===== src/rtl/tmds_deserializer_1to10.sv =====
// 1:10 TMDS deserializer fed by a DDR input register at 5x pixel clock,
// with control-token bit-slip word alignment.
module tmds_deserializer_1to10 #(
    parameter int SLIP_WAIT = 16,
    parameter int LOCK_CNT  = 4,
    parameter int LOSS_CNT  = 4096
) (
    input  logic       clkx5,
    input  logic       reset,
    input  logic       din_h,
    input  logic       din_l,
    output logic [9:0] dataout,
    output logic       data_valid,
    output logic       locked,
    output logic [3:0] offset,
    output logic       token_det
);
    localparam int MW = $clog2(SLIP_WAIT + 1);
    localparam int TW = $clog2(LOCK_CNT + 1);
    localparam int IW = $clog2(LOSS_CNT + 1);

    typedef enum logic [1:0] {
        SEARCH  = 2'd0,
        CONFIRM = 2'd1,
        LOCKED  = 2'd2
    } state_t;

    logic [19:0]   sreg_q;
    logic [2:0]    phase_q;
    logic [9:0]    dataout_q;
    logic          data_valid_q;
    logic          token_det_q;
    logic [9:0]    win_d;
    logic          win_tok_d;

    state_t        state_q, state_d;
    logic [MW-1:0] miss_q, miss_d, miss_inc;
    logic [TW-1:0] tok_q, tok_d, tok_inc;
    logic [IW-1:0] idle_q, idle_d, idle_inc;
    logic [3:0]    offset_q, offset_d;
    logic          locked_d;

    // Oldest bits sit at the low end; offset picks the 10-bit window start.
    always_comb begin
        win_d = sreg_q[9:0];
        for (int i = 1; i < 10; i++) begin
            if (offset_q == 4'(i)) begin
                win_d = sreg_q[i +: 10];
            end
        end
    end

    assign win_tok_d = (win_d == 10'h354) || (win_d == 10'h0AB) ||
                       (win_d == 10'h154) || (win_d == 10'h2AB);

    always_ff @(posedge clkx5 or posedge reset) begin
        if (reset) begin
            sreg_q       <= '0;
            phase_q      <= '0;
            dataout_q    <= '0;
            data_valid_q <= 1'b0;
            token_det_q  <= 1'b0;
        end else begin
            sreg_q       <= {din_l, din_h, sreg_q[19:2]};
            phase_q      <= (phase_q == 3'd4) ? 3'd0 : phase_q + 3'd1;
            data_valid_q <= (phase_q == 3'd4);
            if (phase_q == 3'd4) begin
                dataout_q   <= win_d;
                token_det_q <= win_tok_d;
            end
        end
    end

    assign miss_inc = miss_q + MW'(1);
    assign tok_inc  = tok_q + TW'(1);
    assign idle_inc = idle_q + IW'(1);

    always_ff @(posedge clkx5 or posedge reset) begin
        if (reset) begin
            state_q  <= SEARCH;
            miss_q   <= '0;
            tok_q    <= '0;
            idle_q   <= '0;
            offset_q <= '0;
        end else begin
            state_q  <= state_d;
            miss_q   <= miss_d;
            tok_q    <= tok_d;
            idle_q   <= idle_d;
            offset_q <= offset_d;
        end
    end

    // Each captured word is judged once, in the cycle its strobe is high.
    always_comb begin
        state_d  = state_q;
        miss_d   = miss_q;
        tok_d    = tok_q;
        idle_d   = idle_q;
        offset_d = offset_q;
        if (data_valid_q) begin
            unique case (state_q)
                SEARCH: begin
                    if (token_det_q) begin
                        state_d = CONFIRM;
                        tok_d   = TW'(1);
                        miss_d  = '0;
                    end else if (miss_inc == MW'(SLIP_WAIT)) begin
                        miss_d   = '0;
                        offset_d = (offset_q == 4'd9) ? 4'd0 : offset_q + 4'd1;
                    end else begin
                        miss_d = miss_inc;
                    end
                end
                CONFIRM: begin
                    if (token_det_q) begin
                        tok_d = tok_inc;
                        if (tok_inc == TW'(LOCK_CNT)) begin
                            state_d = LOCKED;
                            idle_d  = '0;
                        end
                    end else begin
                        state_d = SEARCH;
                        miss_d  = '0;
                        tok_d   = '0;
                    end
                end
                LOCKED: begin
                    if (token_det_q) begin
                        idle_d = '0;
                    end else if (idle_inc == IW'(LOSS_CNT)) begin
                        state_d = SEARCH;
                        idle_d  = '0;
                        tok_d   = '0;
                        miss_d  = '0;
                    end else begin
                        idle_d = idle_inc;
                    end
                end
                default: begin
                    state_d = SEARCH;
                end
            endcase
        end
    end

    always_comb begin
        locked_d = (state_q == LOCKED);
    end

    assign dataout    = dataout_q;
    assign data_valid = data_valid_q;
    assign token_det  = token_det_q;
    assign offset     = offset_q;
    assign locked     = locked_d;

endmodule


===== config.mk =====
export PLATFORM = sky130hd
export DESIGN_NAME = tmds_deserializer_1to10
export DESIGN_NICKNAME = d
export VERILOG_FILES = /design/src/rtl/tmds_deserializer_1to10.sv
export SDC_FILE = /design/constraint.sdc
export NUM_CORES = 1
export LEC_CHECK = 0
export BUFFER_PORTS_ARGS = -buffer_cell sky130_fd_sc_hd__buf_2
export CAP_MARGIN = 20
export CORE_MARGIN = 2
export CORE_UTILIZATION = 55
export DETAILED_ROUTE_END_ITERATION = 7
export PLACE_DENSITY = 0.76
export SKIP_LAST_GASP = 1
export SLEW_MARGIN = 10
export SYNTH_ARGS = -nofsm -noshare
export SYNTH_HDL_FRONTEND = slang
export SYNTH_SLANG_ARGS = --single-unit

===== constraint.sdc =====
create_clock -name clkx5 -period 2.73 [get_ports clkx5]
set_clock_uncertainty 0.15 [all_clocks]
set_input_delay 0.273 -clock clkx5 [delete_from_list [all_inputs] [get_ports clkx5]]
set_output_delay 0.273 -clock clkx5 [all_outputs]
set_load 0.1 [all_outputs]

==> impl_results.md, run 1 <==
- Outcome: finished with violations
- Failing checks: hold timing
- Crit-path max FO: 5
- Overall Global Routing Usage: 26.9%
- Vias: 4163
- R2R cell count: 8
- Fillers: 637
- Number of nets still failing antenna checks after routing: 0
- Largest net degree at the start of global routing: 63
- 1st-pass router iterations: 5
- Final worst-path cycle share: 96.6%
- Yosys top cell area share: 35.8%
- Seq/Total Area, Yosys: 35.8%
- Register Area: 0.00156 mm²
- Final setup TNS: 0 ps
- Starting Density: 56.3%
- Minimum clock period: 2640 ps
- Width of the die: 92.7 µm
- Async SR Flop Fraction: 100%
- Worst setup SP type: register
- # Max-Cap Violations: 0
- Detailed Place HPWL: 7770 µm
- Placed cells: 616
- Port bufs: 20
- Final setup vio count: 0
- Num rows: 32
- Overall routed net length: 11500 µm
- Die area: 0.00860 mm²
- Finished Core Util: 66.0%
- Clock transition at the registers of the reported paths: 80 ps
- Seq cells post-synth: 62
- Area of the multi-input gates: 0.00258 mm²
- Synth area leader: dfrtp_1
- Layout cells sized above 1: 22.3%
- Syn Inst Count: 494
- Max Fclk: 0.379 GHz
- Synth top area cells: dfrtp_1 36%, o21ai_0 5.0%, a21oi_1 3.7%
- CP endpoint kind: register
- I/O pin count: 21
- Maximum level of the CTS H-tree: 3
- DR vias/cell: 6.51
- Die Ht: 92.7 µm
- CORE AREA: 0.00769 mm²
- Setup ws final: 93.1 ps
- Pleak: 2.06 nW
- RSZ-0062 raised after global routing: false
- First-pass GRT wire length: 18600 µm
- Critical path type: register to register
- Layout Cells excl Fill: 639
- Bufs on Longest Clock Path: 2
- Nets: 547
- Clock Tree Root: clkbuf_8
- Post-synth cell types: 76
- Final Max Slew Viols: 0
- Initial antenna violation count: 0
- Crit path DAT: 2720 ps
- Clock Latency Late Sink: 350 ps
- CTS tree: built
- Primary FF master, synth: dfrtp_1
- Mapped Avg Cell Area: 8.76 µm²
- Hold slack final: -8.28 ps
- Worst vdd ir: 0.000273 V
- Data required, critical path: 2810 ps
- Pre-CTS setup slack: 11.7 ps
- Synthesized net count: 509
- Routed len/inst: 18.0 µm
- Hold crit path type: input pin to async pin
- Syn. warnings: 0
- Sink Count: 62
- Total grt overflow: 0
- Final hold violation count: 4
- Worst slew margin: 48.9%
- Pwr/cell area: 638 mW/mm²
- CTS Buf Count: 9
- Routability cong.: 0.956
- Inserted Diodes: 0
- EDFF count, synth: 0
- Mapped Area: 0.00433 mm²
- Area growth from synthesis to layout: 17.1%
- DRT iter0 DRCs: 429
- Number of global-route vias before repair: 3786
- Actual slew at the worst max-slew pin: 767 ps
- Drc violations: 0
power breakdown:
group          switching (mW)  internal, mW
clock                   0.387         0.516
sequential              0.114          1.01
combinational           0.837         0.369
cell usage after synthesis (7+ instances only):
library cell / instances
o22ai_1: 10
o21ai_0: 43
ha_1: 11
nor3_1: 12
a221o_1: 7
a21oi_1: 32
nand2b_1: 15
nand2_1: 39
nor3b_1: 7
mux2i_1: 15
inv_1: 16
dfrtp_1: 62
nand3_1: 9
nor2_1: 27
clkbuf_1: 20
buf_2: 19
nor2b_1: 9
a31oi_1: 9
mux2_2: 9
logic make-up (layout without fill, tap and decap cells):
| logic type | after synthesis | count (layout) | synth area share, % |
|---|---|---|---|
| AO/OA/AOI/OAI | 154 | 154 | 23.7 |
| XOR/XNOR | 8 | 8 | 1.62 |
| adder cells (fa/ha/maj) | 11 | 11 | 3.18 |
| buffers and inverters | 58 | 101 | 5.75 |
| flip-flops | 62 | 62 | 35.8 |
| multiplexers | 25 | 25 | 6.33 |
| AND/OR/NAND/NOR | 176 | 176 | 23.6 |
path summary, 6_finish.rpt:
path	start	endpoint	slack (ps)
worst max-delay path	idle_q[0]	miss_q[3]	90
worst min-delay path	reset	idle_q[12]	-8
worst max register to register	idle_q[0]	miss_q[3]	90
worst min register to register	sreg_q[19]	sreg_q[17]	210
max in group asynchronous	reset	offset[0]	1870
min in group clkx5	sreg_q[19]	sreg_q[17]	210
metrics by stage:
step | hold slack [ps] | cell area, µm² | power (mW)
finish | -8.28 | 5070 | 3.23
global route | 59.9 | 5070 | 3.37
CTS | 13.0 | 4970 | 3.21
detailed placement | 196 | 4720 | 2.29
global placement | 186 | 4720 | 2.27
floorplan | 154 | 4340 | 2.02
state kept, by name, indices dropped and copies added, names as in the netlist:
name	cells
offset	4
sreg_q	20
state_q	2
phase_q	3
data_valid	1
miss_q	5
dataout	10
tok_q	3
token_det	1
idle_q	13
layout by cell type, fill, tap and decap left out, types with 7 or more instances in the layout:
cell / Yosys / layout
dfrtp_1: 62 / 58
o21ai_0: 43 / 41
buf_4: 0 / 41
nand2_1: 39 / 38
a21oi_1: 32 / 31
nor2_1: 27 / 26
buf_2: 19 / 20
inv_1: 16 / 15
mux2i_1: 15 / 15
nand2b_1: 15 / 15
nor3_1: 12 / 10
o22ai_1: 10 / 10
ha_1: 11 / 10
nand3_1: 9 / 9
nor2b_1: 9 / 9
a31oi_1: 9 / 9
mux2_2: 9 / 9
clkbuf_8: 0 / 9
nor3b_1: 7 / 7
a221o_1: 7 / 7
what timing repair did:
item | 4_1_cts | 5_1_grt
setup buffers | 0 | 5
gates resized for setup | 1 | 15
setup endpoints to repair | 2 | 17
hold buffers | 2 | 0
pin swaps | 0 | 3
gates cloned | 0 | 0
hold endpoints to repair | 2 | 0
per-layer routing:
metal / wire [µm] / global-route usage (%) / part of all wire, % / vias to the layer above
met1: 4950 / 36.8 / 43 / 2018
li1: - / - / - / 1925
met3: 817 / 5.29 / 7.1 / 27
met2: 5520 / 42.8 / 48 / 193
met5: 0 / 0 / 0 / -
met4: 194 / 9.19 / 1.7 / 0
final cells by class:
type                            instances  area share [%]
Sequential cell                        62            30.8
Timing Repair Buffer                   68            10.1
Tap cell                              102            2.52
Multi-Input combinational cell        374            51.0
Inverter                               17            1.26
Clock buffer                            9            2.44
Clock inverter                          7            1.95
critical path, stage by stage (launching register included):
cell	delay, ps
dfrtp_1	410
buf_4	170
nand3_4	110
nor2_2	60
or4_4	430
a2111oi_4	450
a32o_2	300
nand2_2	100
a221o_1	340
(Power assumes the default switching activity.)
==> inputs of run 2 (changes only) <==
==> constraint.sdc (replaced) <==
create_clock -name clkx5 -period 2.2 [get_ports clkx5]
set_clock_uncertainty 0.15 [all_clocks]
set_input_delay 0.22 -clock clkx5 [delete_from_list [all_inputs] [get_ports clkx5]]
set_output_delay 0.22 -clock clkx5 [all_outputs]
set_load 0.1 [all_outputs]
==> impl_results.md, run 2 (synthesis gave the netlist of run 1 again) <==
- Area growth from synthesis to layout: 41.8% (was 17.1%)
- Die Ht: 92.7 µm (unchanged)
- Fillers: 452 (was 637)
- Worst R2R Setup Slack: -360 ps (was 90 ps)
- Total grt overflow: 0 (unchanged)
- Final Max Slew Viols: 0 (unchanged)
- Port bufs: 20 (unchanged)
- Hold slack final: 212 ps (was -8.28 ps)
- Final worst-path cycle share: 116% (was 96.6%)
- DR vias/cell: 6.51 (about the same)
- Largest net degree at the start of global routing: 27 (was 63)
- Nets: 639 (was 547)
- Worst setup startpoint: offset[0] (was idle_q[0])
- Clock Latency Late Sink: 350 ps (about the same)
- Crit path DAT: 2690 ps (was 2720 ps)
- # Max-Cap Violations: 0 (unchanged)
- Actual slew at the worst max-slew pin: 591 ps (was 767 ps)
- Pre-CTS setup slack: -319 ps (was 11.7 ps)
- Hold depth: 0
- Number of nets still failing antenna checks after routing: 0 (unchanged)
- Initial antenna violation count: 0 (unchanged)
- 1st-pass router iterations: 5 (unchanged)
- Detailed Place HPWL: 8960 µm (was 7770 µm)
- Setup ws final: -355 ps (was 93.1 ps)
- I/O pin count: 21 (unchanged)
- Crit-path max FO: 26 (was 5)
- CTS Buf Count: 9 (unchanged)
- Pwr/cell area: 702 mW/mm² (was 638 mW/mm²)
- Drc violations: 0 (unchanged)
- Layout cells sized above 1: 41.8% (was 22.3%)
- DRT iter0 DRCs: 539 (was 429)
- Hold crit path type: register to register (was input pin to async pin)
- Most common cell after layout, fill and taps aside: buf_4 (was dfrtp_1)
- RSZ-0062 raised after global routing: true (was false)
- R2R cell count: 9 (was 8)
- Data required, critical path: 2330 ps (was 2810 ps)
- Worst min-delay path startpoint: sreg_q[19]
- Die area: 0.00860 mm² (unchanged)
- Clock transition at the registers of the reported paths: 80 ps (about the same)
- Maximum level of the CTS H-tree: 3 (unchanged)
- Sink Count: 62 (unchanged)
- Width of the die: 92.7 µm (unchanged)
- End of the worst hold path: sreg_q[17]
- Worst R2R End: token_det (was miss_q[3])
- Number of global-route vias before repair: 4526 (was 3786)
- First-pass GRT wire length: 22500 µm (was 18600 µm)
- Failing checks: setup timing (was hold timing)
- Routability cong.: 0.981 (was 0.956)
- Critical path type: register to register (unchanged)
- Num rows: 32 (unchanged)
- Top reg by flops: sreg_q (unchanged)
- RR Startpoint: offset[0] (was idle_q[0])
- Starting Density: 56.3% (unchanged)
- Pleak: 2.63 nW (was 2.06 nW)
- Worst setup SP type: register (unchanged)
- Overall Global Routing Usage: 33.1% (was 26.9%)
- Vias: 4760 (was 4163)
- Leading cell types in the layout, fill and taps excluded: 119 x buf_4, 57 x dfrtp_1, 37 x nand2_1 (was 58 x dfrtp_1, 41 x o21ai_0, 41 x buf_4)
- Clock Tree Root: clkbuf_8 (unchanged)
- Final setup vio count: 23 (was 0)
- Outcome: finished with violations (unchanged)
- CTS tree: built (unchanged)
- Worst slew margin: 60.5% (was 48.9%)
- Max Fclk: 0.391 GHz (was 0.379 GHz)
- CORE AREA: 0.00769 mm² (unchanged)
- CP endpoint kind: register (unchanged)
- Minimum clock period: 2560 ps (was 2640 ps)
- Inserted Diodes: 0 (unchanged)
- Number of flip-flops in the largest register: 20 (unchanged)
- Final hold violation count: 0 (was 4)
- Overall routed net length: 14800 µm (was 11500 µm)
- Routed len/inst: 20.2 µm (was 18.0 µm)
- Worst vdd ir: 0.000976 V (was 0.000273 V)
- Bufs on Longest Clock Path: 2 (unchanged)
==> run 2: changes by cell type in the layout (fill, tap and decap cells not counted), moves of 4 or more <==
cell / previous run / this run
o21ai_0: 41 / 30
buf_6: 2 / 9
a21oi_1: 31 / 22
buf_4: 41 / 119
a21oi_2: 0 / 9
o21ai_1: 3 / 7
o21ai_2: 1 / 8
==> run 2: stage by stage <==
stage | util (%) | TNS [ps] | instances | area, µm² | power (mW)
3_3_place_gp | 69.7 | -3010 | 689 | 5360 | 3.02
6_report | 79.9 | -4760 | 731 | 6140 | 4.31
4_1_cts | 75.7 | -3070 | 721 | 5820 | 4.15
5_1_grt | 79.9 | -6610 | 731 | 6140 | 4.46
2_1_floorplan | - | -4570 | 494 | 4460 | 2.53
3_5_place_dp | 69.7 | -4180 | 689 | 5360 | 3.06
==> run 2: report_power, final <==
part           switching [mW]  internal [mW]  total, mW  leakage, nW
Sequential             0.0935           1.25       1.34        0.767
Clock                   0.497          0.560       1.06       0.0993
Combinational            1.24          0.663       1.91         1.76
Total                    1.84           2.47       4.31         2.63
==> run 2: cell type report <==
type	count	area (µm²)	share of cell area, %
sequential	62	1560	25.4
clock buffer	10	138	2.24
multi-input combinational	374	2900	47.3
inverter	17	66.3	1.08
tap	102	128	2.08
timing repair buffer	160	1280	20.9
clock inverter	6	67.6	1.10
==> run 2: worst max path at each step <==
| stage | to | cells after the start |
|---|---|---|
| after floorplan | token_det | 9 |
| after global placement | miss_q[3] | 8 |
| after detailed placement | miss_q[2] | 8 |
| after CTS | miss_q[2] | 8 |
| after global routing | miss_q[2] | 8 |
| final | token_det | 9 |
==> run 2: per-layer routing <==
layer | wire length [µm] | up-vias | GRT usage [%]
met1 | 5550 | 2287 | 41.5
met2 | 7390 | 293 | 55.6
met3 | 1170 | 68 | 5.94
li1 | - | 2112 | -
met5 | 0 | - | 0
met4 | 664 | 0 | 15.3
==> run 2: repair_timing <==
item | 4_1_cts | 5_1_grt
gates cloned | 1 | 1
hold endpoints to repair | 24 | 0
pin swaps | 18 | 26
setup endpoints to repair | 22 | 31
hold buffers | 3 | 0
buffers inserted | 12 | 13
resized for setup | 38 | 55
==> run 2: worst max-delay path, stage by stage, from the launching register on <==
cell	delay, ps
dfrtp_2	420
buf_12	160
inv_1	270
buf_4	210
o21ai_0	120
a21oi_1	210
o31ai_2	130
or4_1	530
o21ai_1	170
a31o_1	110
